==> config.mk <==
export PLATFORM = sky130hd
export DESIGN_NAME = reg_dump_uart_tx
export DESIGN_NICKNAME = d
export VERILOG_FILES = /design/src/rtl/reg_dump_pkg.sv /design/src/rtl/uart_tx_byte.sv /design/src/rtl/reg_dump_uart_tx.sv
export SDC_FILE = /design/constraint.sdc
export NUM_CORES = 1
export LEC_CHECK = 0
export BUFFER_PORTS_ARGS = -buffer_cell sky130_fd_sc_hd__buf_2
export CAP_MARGIN = 20
export CORE_ASPECT_RATIO = 1.1
export CORE_MARGIN = 8
export CORE_UTILIZATION = 52
export DETAILED_ROUTE_END_ITERATION = 8
export PLACE_DENSITY_LB_ADDON = 0.1
export SYNTH_ARGS = -nofsm -noshare
export SYNTH_HDL_FRONTEND = slang
export SYNTH_HIERARCHICAL = 1
export SYNTH_SLANG_ARGS = --single-unit
==> constraint.sdc <==
create_clock -name clock -period 2.5 [get_ports clock]
set_input_delay 0.375 -clock clock [delete_from_list [all_inputs] [get_ports clock]]
set_output_delay 0.375 -clock clock [all_outputs]
set_load 0.005 [all_outputs]
==> src/rtl/reg_dump_pkg.sv <==
// Shared types and constants for the register-dump UART path.
package reg_dump_pkg;

    // Top-level sequencing: wait for start, latch a word, stream its bytes.
    typedef enum logic [1:0] {
        TOP_IDLE,
        TOP_LOAD,
        TOP_SEND
    } top_state_t;

    // Byte transmitter frame states.
    typedef enum logic [1:0] {
        UART_IDLE,
        UART_START_BIT,
        UART_DATA,
        UART_STOP_BIT
    } uart_state_t;

    // UART 8N1 frame constants.
    localparam logic        START_LEVEL    = 1'b0;
    localparam logic        STOP_LEVEL     = 1'b1;
    localparam int unsigned DATA_BITS      = 8;
    localparam int unsigned BYTES_PER_WORD = 4;

    // Byte idx of a word, most-significant byte first.
    function automatic logic [7:0] word_byte(input logic [31:0] w, input logic [1:0] idx);
        logic [7:0] b;
        case (idx)
            2'd0:    b = w[31:24];
            2'd1:    b = w[23:16];
            2'd2:    b = w[15:8];
            default: b = w[7:0];
        endcase
        return b;
    endfunction

endpackage

==> src/rtl/uart_tx_byte.sv <==
// UART 8N1 byte transmitter with valid/ready handshake.
// Ready is raised in IDLE and in the last cycle of the stop bit, so a byte
// offered then starts its start bit with no idle gap.
module uart_tx_byte
    import reg_dump_pkg::*;
#(
    parameter int unsigned CLKS_PER_BIT = 868
) (
    input  logic       clock,
    input  logic       reset,
    input  logic [7:0] byte_data,
    input  logic       byte_valid,
    output logic       byte_ready,
    output logic       tx
);

    localparam int unsigned       BAUD_W    = (CLKS_PER_BIT > 1) ? $clog2(CLKS_PER_BIT) : 1;
    localparam logic [BAUD_W-1:0] BAUD_LAST = BAUD_W'(CLKS_PER_BIT - 1);
    localparam logic [2:0]        BIT_LAST  = 3'(DATA_BITS - 1);

    uart_state_t       state, state_next;
    logic [BAUD_W-1:0] baud, baud_next;
    logic [2:0]        bit_idx, bit_idx_next;
    logic [7:0]        shreg, shreg_next;
    logic              tx_next;
    logic              bit_end;

    assign bit_end    = (baud == BAUD_LAST);
    assign byte_ready = (state == UART_IDLE) || ((state == UART_STOP_BIT) && bit_end);

    // Frame sequencing: next state, baud count, shift register and line level.
    always_comb begin
        state_next   = state;
        baud_next    = baud + 1'b1;
        bit_idx_next = bit_idx;
        shreg_next   = shreg;
        tx_next      = tx;
        case (state)
            UART_IDLE: begin
                baud_next = '0;
                tx_next   = STOP_LEVEL;
                if (byte_valid) begin
                    state_next   = UART_START_BIT;
                    shreg_next   = byte_data;
                    bit_idx_next = '0;
                    tx_next      = START_LEVEL;
                end
            end
            UART_START_BIT: begin
                if (bit_end) begin
                    state_next   = UART_DATA;
                    baud_next    = '0;
                    bit_idx_next = '0;
                    tx_next      = shreg[0];
                end
            end
            UART_DATA: begin
                if (bit_end) begin
                    baud_next = '0;
                    if (bit_idx == BIT_LAST) begin
                        state_next = UART_STOP_BIT;
                        tx_next    = STOP_LEVEL;
                    end else begin
                        bit_idx_next = bit_idx + 1'b1;
                        shreg_next   = {1'b0, shreg[7:1]};
                        tx_next      = shreg[1];
                    end
                end
            end
            UART_STOP_BIT: begin
                if (bit_end) begin
                    baud_next = '0;
                    if (byte_valid) begin
                        state_next   = UART_START_BIT;
                        shreg_next   = byte_data;
                        bit_idx_next = '0;
                        tx_next      = START_LEVEL;
                    end else begin
                        state_next = UART_IDLE;
                        tx_next    = STOP_LEVEL;
                    end
                end
            end
            default: begin
                state_next = UART_IDLE;
                baud_next  = '0;
                tx_next    = STOP_LEVEL;
            end
        endcase
    end

    // State register; reset aborts any frame and returns the line high.
    always_ff @(posedge clock) begin
        if (reset) begin
            state   <= UART_IDLE;
            baud    <= '0;
            bit_idx <= '0;
            shreg   <= '0;
            tx      <= STOP_LEVEL;
        end else begin
            state   <= state_next;
            baud    <= baud_next;
            bit_idx <= bit_idx_next;
            shreg   <= shreg_next;
            tx      <= tx_next;
        end
    end

endmodule

==> src/rtl/reg_dump_uart_tx.sv <==
// Register-file dump engine: walks addresses 0..NUM_REGS-1 through a
// combinational read port and sends each word MSB byte first over UART 8N1.
module reg_dump_uart_tx
    import reg_dump_pkg::*;
#(
    parameter int unsigned CLKS_PER_BIT = 868,
    parameter int unsigned NUM_REGS     = 32
) (
    input  logic        clock,
    input  logic        reset,
    input  logic        start,
    output logic [4:0]  reg_addr,
    input  logic [31:0] reg_data,
    output logic        tx,
    output logic        busy,
    output logic        done
);

    localparam logic [4:0] ADDR_LAST = 5'(NUM_REGS - 1);
    localparam logic [1:0] BYTE_LAST = 2'(BYTES_PER_WORD - 1);

    top_state_t  state, state_next;
    logic [31:0] word, word_next;
    logic [1:0]  byte_idx, byte_idx_next;
    logic [4:0]  reg_addr_next;
    logic        busy_next;
    logic        done_next;
    logic [7:0]  byte_data;
    logic        byte_valid;
    logic        byte_ready;

    // Word/byte/address sequencing around the byte transmitter.
    always_comb begin
        state_next    = state;
        word_next     = word;
        byte_idx_next = byte_idx;
        reg_addr_next = reg_addr;
        busy_next     = busy;
        done_next     = 1'b0;
        byte_valid    = 1'b0;
        byte_data     = word_byte(word, byte_idx + 2'd1);
        case (state)
            TOP_IDLE: begin
                if (start) begin
                    state_next    = TOP_LOAD;
                    busy_next     = 1'b1;
                    reg_addr_next = '0;
                end
            end
            TOP_LOAD: begin
                // Byte 0 is handed over straight from reg_data in the same
                // cycle it is latched, so the start bit follows LOAD directly.
                word_next     = reg_data;
                byte_idx_next = '0;
                byte_data     = word_byte(reg_data, 2'd0);
                byte_valid    = 1'b1;
                state_next    = TOP_SEND;
            end
            TOP_SEND: begin
                if (byte_ready) begin
                    if (byte_idx != BYTE_LAST) begin
                        byte_valid    = 1'b1;
                        byte_idx_next = byte_idx + 2'd1;
                    end else if (reg_addr != ADDR_LAST) begin
                        reg_addr_next = reg_addr + 5'd1;
                        state_next    = TOP_LOAD;
                    end else begin
                        done_next     = 1'b1;
                        busy_next     = 1'b0;
                        reg_addr_next = '0;
                        state_next    = TOP_IDLE;
                    end
                end
            end
            default: begin
                state_next = TOP_IDLE;
                busy_next  = 1'b0;
            end
        endcase
    end

    // Registered state and outputs; reset aborts without a done pulse.
    always_ff @(posedge clock) begin
        if (reset) begin
            state    <= TOP_IDLE;
            word     <= '0;
            byte_idx <= '0;
            reg_addr <= '0;
            busy     <= 1'b0;
            done     <= 1'b0;
        end else begin
            state    <= state_next;
            word     <= word_next;
            byte_idx <= byte_idx_next;
            reg_addr <= reg_addr_next;
            busy     <= busy_next;
            done     <= done_next;
        end
    end

    uart_tx_byte #(
        .CLKS_PER_BIT(CLKS_PER_BIT)
    ) u_uart_tx_byte (
        .clock     (clock),
        .reset     (reset),
        .byte_data (byte_data),
        .byte_valid(byte_valid),
        .byte_ready(byte_ready),
        .tx        (tx)
    );

endmodule

Yosys cells after proc, flatten, opt, wreduce, memory -nomap -nowiden

Cells that the tools add are included.
Widths: inputs -> output; s select.

Bits in registers: 67
Bits of input ports: 35
Word-level logic and storage cells: 108

Add/sub/neg operators: 4
Equality and inequality tests: 22
Muxes and demuxes: 50
Bitwise operators: 3
Reductions and logical operators: 18

Operators with widths:

| operator              | count |
|---|---|
| $pmux 8 s3            | 2 |
| $mux 8                | 5 |
| $mux 2                | 10 |
| $mux 5                | 4 |
| $pmux 10 s2           | 1 |
| $ne 2x2->1 const B    | 8 |
| $mux 3                | 5 |
| $mux 1                | 14 |
| $pmux 3 s4            | 1 |
| $reduce_and 4->1      | 3 |
| $add 10x1->10 const B | 1 |
| $eq 10x10->1 const B  | 1 |
| $mux 10               | 1 |
| $pmux 5 s2            | 1 |
| $reduce_and 5->1      | 2 |
| $reduce_and 3->1      | 3 |
| $eq 2x2->1 const B    | 4 |
| $ne 2x1->1 const B    | 4 |
| $pmux 2 s4            | 1 |
| $eq 2x1->1 const B    | 3 |
| $logic_not 2->1       | 3 |
| $pmux 2 s3            | 1 |
| $add 5x1->5 const B   | 1 |
| $ne 5x5->1 const B    | 1 |
| 14 further kinds      | 17 |

Logic depth before layout (Yosys ltp)

Depth after elaboration: 8
Mapped depth: 11
Mapped depth without buffers: 10

Hierarchy

The synthesis kept the hierarchy.

Modules (own cells, without submodules):

| module           | instances | cells an instance | area an instance (um^2) | seq. area each (um^2) |
|---|---|---|---|---|
| reg_dump_uart_tx | 1         | 230               | 2102.0                  | 860.8 |
| uart_tx_byte     | 1         | 138               | 1287.5                  | 480.5 |

Least setup slack after synthesis

No wires, ideal clock.

Path kind: reg-to-reg
From: register u_uart_tx_byte.baud[0]
To: register u_uart_tx_byte.shreg[7]
Setup time: 0.116 ns
Data arrival time: 2.365 ns
Required time: 2.384 ns
Setup slack: 0.019 ns
Cell stages (with the launch flop): 12
Path buffers: 1
Path through: dfxtp_1 ha_1 nor4bb_4 and3_1 a21o_1 and3b_1 o21a_1 nor2_1 a211oi_4 clkbuf_4 a21oi_1 a41o_1

Cells in the longest elaborated chain, start to end: 8
Elaborated cells between the ends (all ways): 11
Those cells by class: eq/ne: 3; mux: 5; reduce/logical: 3

RTL lines:

| item                   | RTL line               | RTL |
|---|---|---|
| start, declared        | uart_tx_byte.sv:22     | `logic [BAUD_W-1:0] baud, baud_next;` |
| start signal, assigned | uart_tx_byte.sv:102    | `baud <= baud_next;` |
| $eq 10x10->1 (*)       | uart_tx_byte.sv:28     | `assign bit_end = (baud == BAUD_LAST);` |
| $logic_and 1x1->1 (*)  | uart_tx_byte.sv:29     | `assign byte_ready = (state == UART_IDLE) \|\| ((state == UART_STOP_BIT) && bit_end);` |
| $logic_or 1x1->1 (*)   | uart_tx_byte.sv:29     |  |
| net byte_ready         | reg_dump_uart_tx.sv:30 | `logic byte_ready;` |
| $mux 1 (*)             | reg_dump_uart_tx.sv:60 | `if (byte_ready) begin` |
| $pmux 1 s2 (*)         | reg_dump_uart_tx.sv:42 | `case (state)` |
| net byte_valid         | reg_dump_uart_tx.sv:29 | `logic byte_valid;` |
| $mux 8 (*)             | -                      |  |
| $mux 8                 | -                      |  |
| $pmux 8 s3 (*)         | -                      |  |
| end signal, assigned   | uart_tx_byte.sv:104    | `shreg <= shreg_next;` |
| end, declared          | uart_tx_byte.sv:24     | `logic [7:0] shreg, shreg_next;` |

The timed path passes the listed nets; every way through them passes the cells marked *. The select of a mux whose other input is x is not followed.
A chain may end at the register's enable or synchronous reset.

Worst setup path in the final report

From: register u_uart_tx_byte.baud[0]
To: register u_uart_tx_byte.shreg[1]

Same word-level chain as after synthesis.

==> impl_metrics.env <==
export IMPL_yosysWarnings=6
export IMPL_cts_made_buffers=9
export IMPL_finalHoldViolations=0
export IMPL_yosys_register_bits=67
export IMPL_slew_violations=0
export IMPL_antenna_violations_before_repair=0
export IMPL_async_flop_share_pct=0
export IMPL_htree_num_levels=3
export IMPL_gp_congestion=0.734
export IMPL_detail_route_vias_per_cell=5.49
export IMPL_setup_repair_after_global_routing_missed_its_margin="false"
export IMPL_die_outline_width_um=93.0
export IMPL_commonest_cells_after_routing_fill_and_taps_aside="sky130_fd_sc_hd__dfxtp_1, sky130_fd_sc_hd__nor2_1, sky130_fd_sc_hd__buf_2, sky130_fd_sc_hd__mux2i_1, sky130_fd_sc_hd__a21oi_1"
export IMPL_cap_viol_max_count=0
export IMPL_post_route_drc_count=0
export IMPL_setup_worst_path_end_class="flip-flop"
export IMPL_worst_min_delay_path_class="primary input to flip-flop"
export IMPL_route_vias_total=2711
export IMPL_crit_reg2reg_capture="u_uart_tx_byte/shreg[1]"
export IMPL_floorplan_core_area_um2=6440
export IMPL_critical_path_top_cell_by_count="sky130_fd_sc_hd__buf_4"
export IMPL_count_of_input_and_output_buffers=42
export IMPL_report_final_setup_viol=0
export IMPL_synth_edf_count=0
export IMPL_fraction_of_the_yosys_area_taken_by_sequential_cells_pct=39.6
export IMPL_grt_use_met1_pct=20.2
export IMPL_max_vdd_ir_drop_uv=572
export IMPL_crit_slowest_cell="sky130_fd_sc_hd__dfxtp_2"
export IMPL_clock_sinks=67
export IMPL_gr_max_usage_layer="met2"
export IMPL_multiInputGateArea_um2=1860
export IMPL_wire_length_of_the_first_global_routing_pass_um=12500
export IMPL_setup_ws_ns=0.143
export IMPL_share_of_the_clock_period_used_by_the_worst_path_pct=94.3
export IMPL_critPathArrivalTime_ns=2.61
export IMPL_yosys_area_top_type_share_pct=39.6
export IMPL_highest_fanout_seen_on_the_critical_path=7
export IMPL_synth_lib_cells_used_distinct=51
export IMPL_cp_buffers_inverters=2
export IMPL_antenna_diode_count=0
export IMPL_clockBufferDepth=2
export IMPL_number_of_detailed_routing_iterations_run_before_antenna_repair=4
export IMPL_fraction_of_layout_instances_using_a_drive_strength_above_1_pct=20.6
export IMPL_crit_path_start="u_uart_tx_byte/baud[0]"
export IMPL_pin_count=43
export IMPL_routed_length_per_placed_instance_um=14.8
export IMPL_run_status="finished, final reports clean"
export IMPL_clockRootBuffer="sky130_fd_sc_hd__clkbuf_8"
export IMPL_initial_utilization_pct=52.6
export IMPL_seqCellArea_um2=1340
export IMPL_fp_row_count=31
export IMPL_ff2ff_setup_slack_ns=0.14
export IMPL_grt_use_met2_pct=26.4
export IMPL_post_synth_instance_area_um2=3390
export IMPL_slew_headroom_pct=59.7
export IMPL_critPathKind="flip-flop to flip-flop"
export IMPL_die_h_um=101
export IMPL_postSynthAreaPerCell_um2=9.21
export IMPL_detail_route_iter0_violations=136
export IMPL_grt_max_degree=52
export IMPL_number_of_global_route_vias_before_repair=2726
export IMPL_max_freq_mhz=424
export IMPL_dp_final_hpwl_um=5030
export IMPL_power_density_nw_per_um2=966
export IMPL_ant_nets=0
export IMPL_cp_required_ns=2.75
export IMPL_worst_path_stages=11
export IMPL_critPathTopFamily="simple AND/OR/NAND/NOR gates"
export IMPL_synth_top_flop_cell="sky130_fd_sc_hd__dfxtp_1"
export IMPL_layout_cells_most_common="sky130_fd_sc_hd__dfxtp_1"
export IMPL_num_fill_cells=590
export IMPL_dpl_worst_slack_ns=0.0607
export IMPL_syn_nets=422
export IMPL_synth_top_cells_by_area="sky130_fd_sc_hd__dfxtp_1, sky130_fd_sc_hd__mux2i_1, sky130_fd_sc_hd__ha_1"
export IMPL_grt_use_total_pct=16.6
export IMPL_worst_case_reg_to_reg_path_depth=11
export IMPL_finClkSkew_ns=0.00784
export IMPL_clk_pin_slew_worst_paths_ns=0.08
export IMPL_ctsHoldBuffers=0
export IMPL_tritoncts="built"
export IMPL_nets=461
export IMPL_die_area_um2=9360
export IMPL_leak_nw=1.50
export IMPL_clock_latency_reported_for_the_late_side_of_the_worst_skew_pair_ns=0.35
export IMPL_finalWirelength_um=7300
export IMPL_finalCriticalPeriod_ns=2.36
export IMPL_crit_path_cell_trace="ha_1 > nor4bb_4 > and3_1 > a21o_1 > and3b_1 > o21a_2 > nor2_1 > a211oi_4 > buf_4 > buf_4 > a311oi_1"
export IMPL_grt_ovfl_total=0
export IMPL_cell_count_after_synthesis=368
export IMPL_totalNegativeSetupSlack_ns=0
export IMPL_cpPeakStageDelay_ns=0.34
export IMPL_capture_point_of_the_critical_path="u_uart_tx_byte/shreg[1]"
export IMPL_area_delta_synth_final_pct=14.9
export IMPL_worstMarginPinSlew_ns=0.605
export IMPL_grt_util_met3_pct=3.87
export IMPL_crit_path_start_kind="flip-flop"
export IMPL_synth_largest_area_cell="sky130_fd_sc_hd__dfxtp_1"
export IMPL_worst_reg2reg_path_startpoint="u_uart_tx_byte/baud[0]"
-- cell usage after synthesis (8+ instances only) --
cell type,number
sky130_fd_sc_hd__o21a_1,9
sky130_fd_sc_hd__clkbuf_1,10
sky130_fd_sc_hd__a21oi_1,25
sky130_fd_sc_hd__buf_2,8
sky130_fd_sc_hd__a222oi_1,8
sky130_fd_sc_hd__o21ai_1,11
sky130_fd_sc_hd__inv_1,11
sky130_fd_sc_hd__o21ai_0,8
sky130_fd_sc_hd__ha_1,19
sky130_fd_sc_hd__mux2i_1,33
sky130_fd_sc_hd__nand3_1,8
sky130_fd_sc_hd__nand2b_1,16
sky130_fd_sc_hd__nor2_1,44
sky130_fd_sc_hd__nand2_1,23
sky130_fd_sc_hd__dfxtp_1,67
-- report_power, final --
part	total (mW)	internal, mW	switching [mW]
sequential	1.40	1.27	0.124
combinational	1.34	0.618	0.722
clock	1.02	0.588	0.433
-- final cells by class --
class                   instances  area share, %
inverters                      11           1.06
clock inverters                 6           2.28
clock buffers                  10           3.53
well taps                      82           2.63
flip-flops and latches         67           34.5
multi-input cells             264           47.9
repair buffers                 54           8.13
-- how the worst min path moves through the flow --
stage / start / end / slack, ns / depth (start not counted)
floorplan: u_uart_tx_byte/baud[0] / u_uart_tx_byte/baud[0] / 0.43 / 1
global placement: u_uart_tx_byte/baud[0] / u_uart_tx_byte/baud[0] / 0.44 / 1
detailed placement: u_uart_tx_byte/tx / u_uart_tx_byte/tx / 0.46 / 1
CTS: reg_data[12] / word[12] / 0.25 / 3
global route: reg_data[2] / word[2] / 0.26 / 3
finish: reg_data[12] / word[12] / 0.26 / 3
-- tightest hold or removal path: stages --
cell,delay (ns)
sky130_fd_sc_hd__buf_2,0.07
sky130_fd_sc_hd__mux2i_1,0.05
sky130_fd_sc_hd__nor2_1,0.07
-- through the flow --
| step | instance area (µm²) | total power, mW | std cells | utilization, % | hold WS [ns] |
|---|---|---|---|---|---|
| floorplan | 3390 | 2.44 | 368 | - | 0.430 |
| global placement | 3630 | 2.68 | 474 | 56.4 | 0.444 |
| detailed placement | 3630 | 2.71 | 474 | 56.4 | 0.462 |
| CTS | 3860 | 3.74 | 490 | 59.9 | 0.248 |
| global route | 3890 | 4.00 | 494 | 60.5 | 0.264 |
| finish | 3890 | 3.76 | 494 | 60.5 | 0.258 |
-- flip-flops by register name, indices dropped and copies added, names as in the netlist --
| name | flops |
|---|---|
| done | 1 |
| reg_addr | 5 |
| u_uart_tx_byte/tx | 1 |
| u_uart_tx_byte/bit_idx | 3 |
| u_uart_tx_byte/state | 2 |
| u_uart_tx_byte/shreg | 8 |
| byte_idx | 2 |
| word | 32 |
| busy | 1 |
| state | 2 |
| u_uart_tx_byte/baud | 10 |
-- logic make-up after synthesis --
group / count (synthesis) / share of synthesized area, %
simple gates: 117 / 17.6
xor+xnor: 8 / 2.07
compound gates: 87 / 18.5
mux: 33 / 9.75
flops: 67 / 39.6
buf+inv: 37 / 5.54
fa+ha+maj: 19 / 7.01
-- routing by layer --
metal / up-vias / wire length (µm)
met4: 0 / 121
li1: 1389 / -
met3: 12 / 378
met2: 51 / 3260
met1: 1259 / 3540
met5: - / 0
-- timing repair --
item	4_1_cts	5_1_grt
setup buffers	0	3
setup endpoints to repair	0	8
gates resized for setup	0	6
No activity file was read; power rests on OpenSTA's default activity.
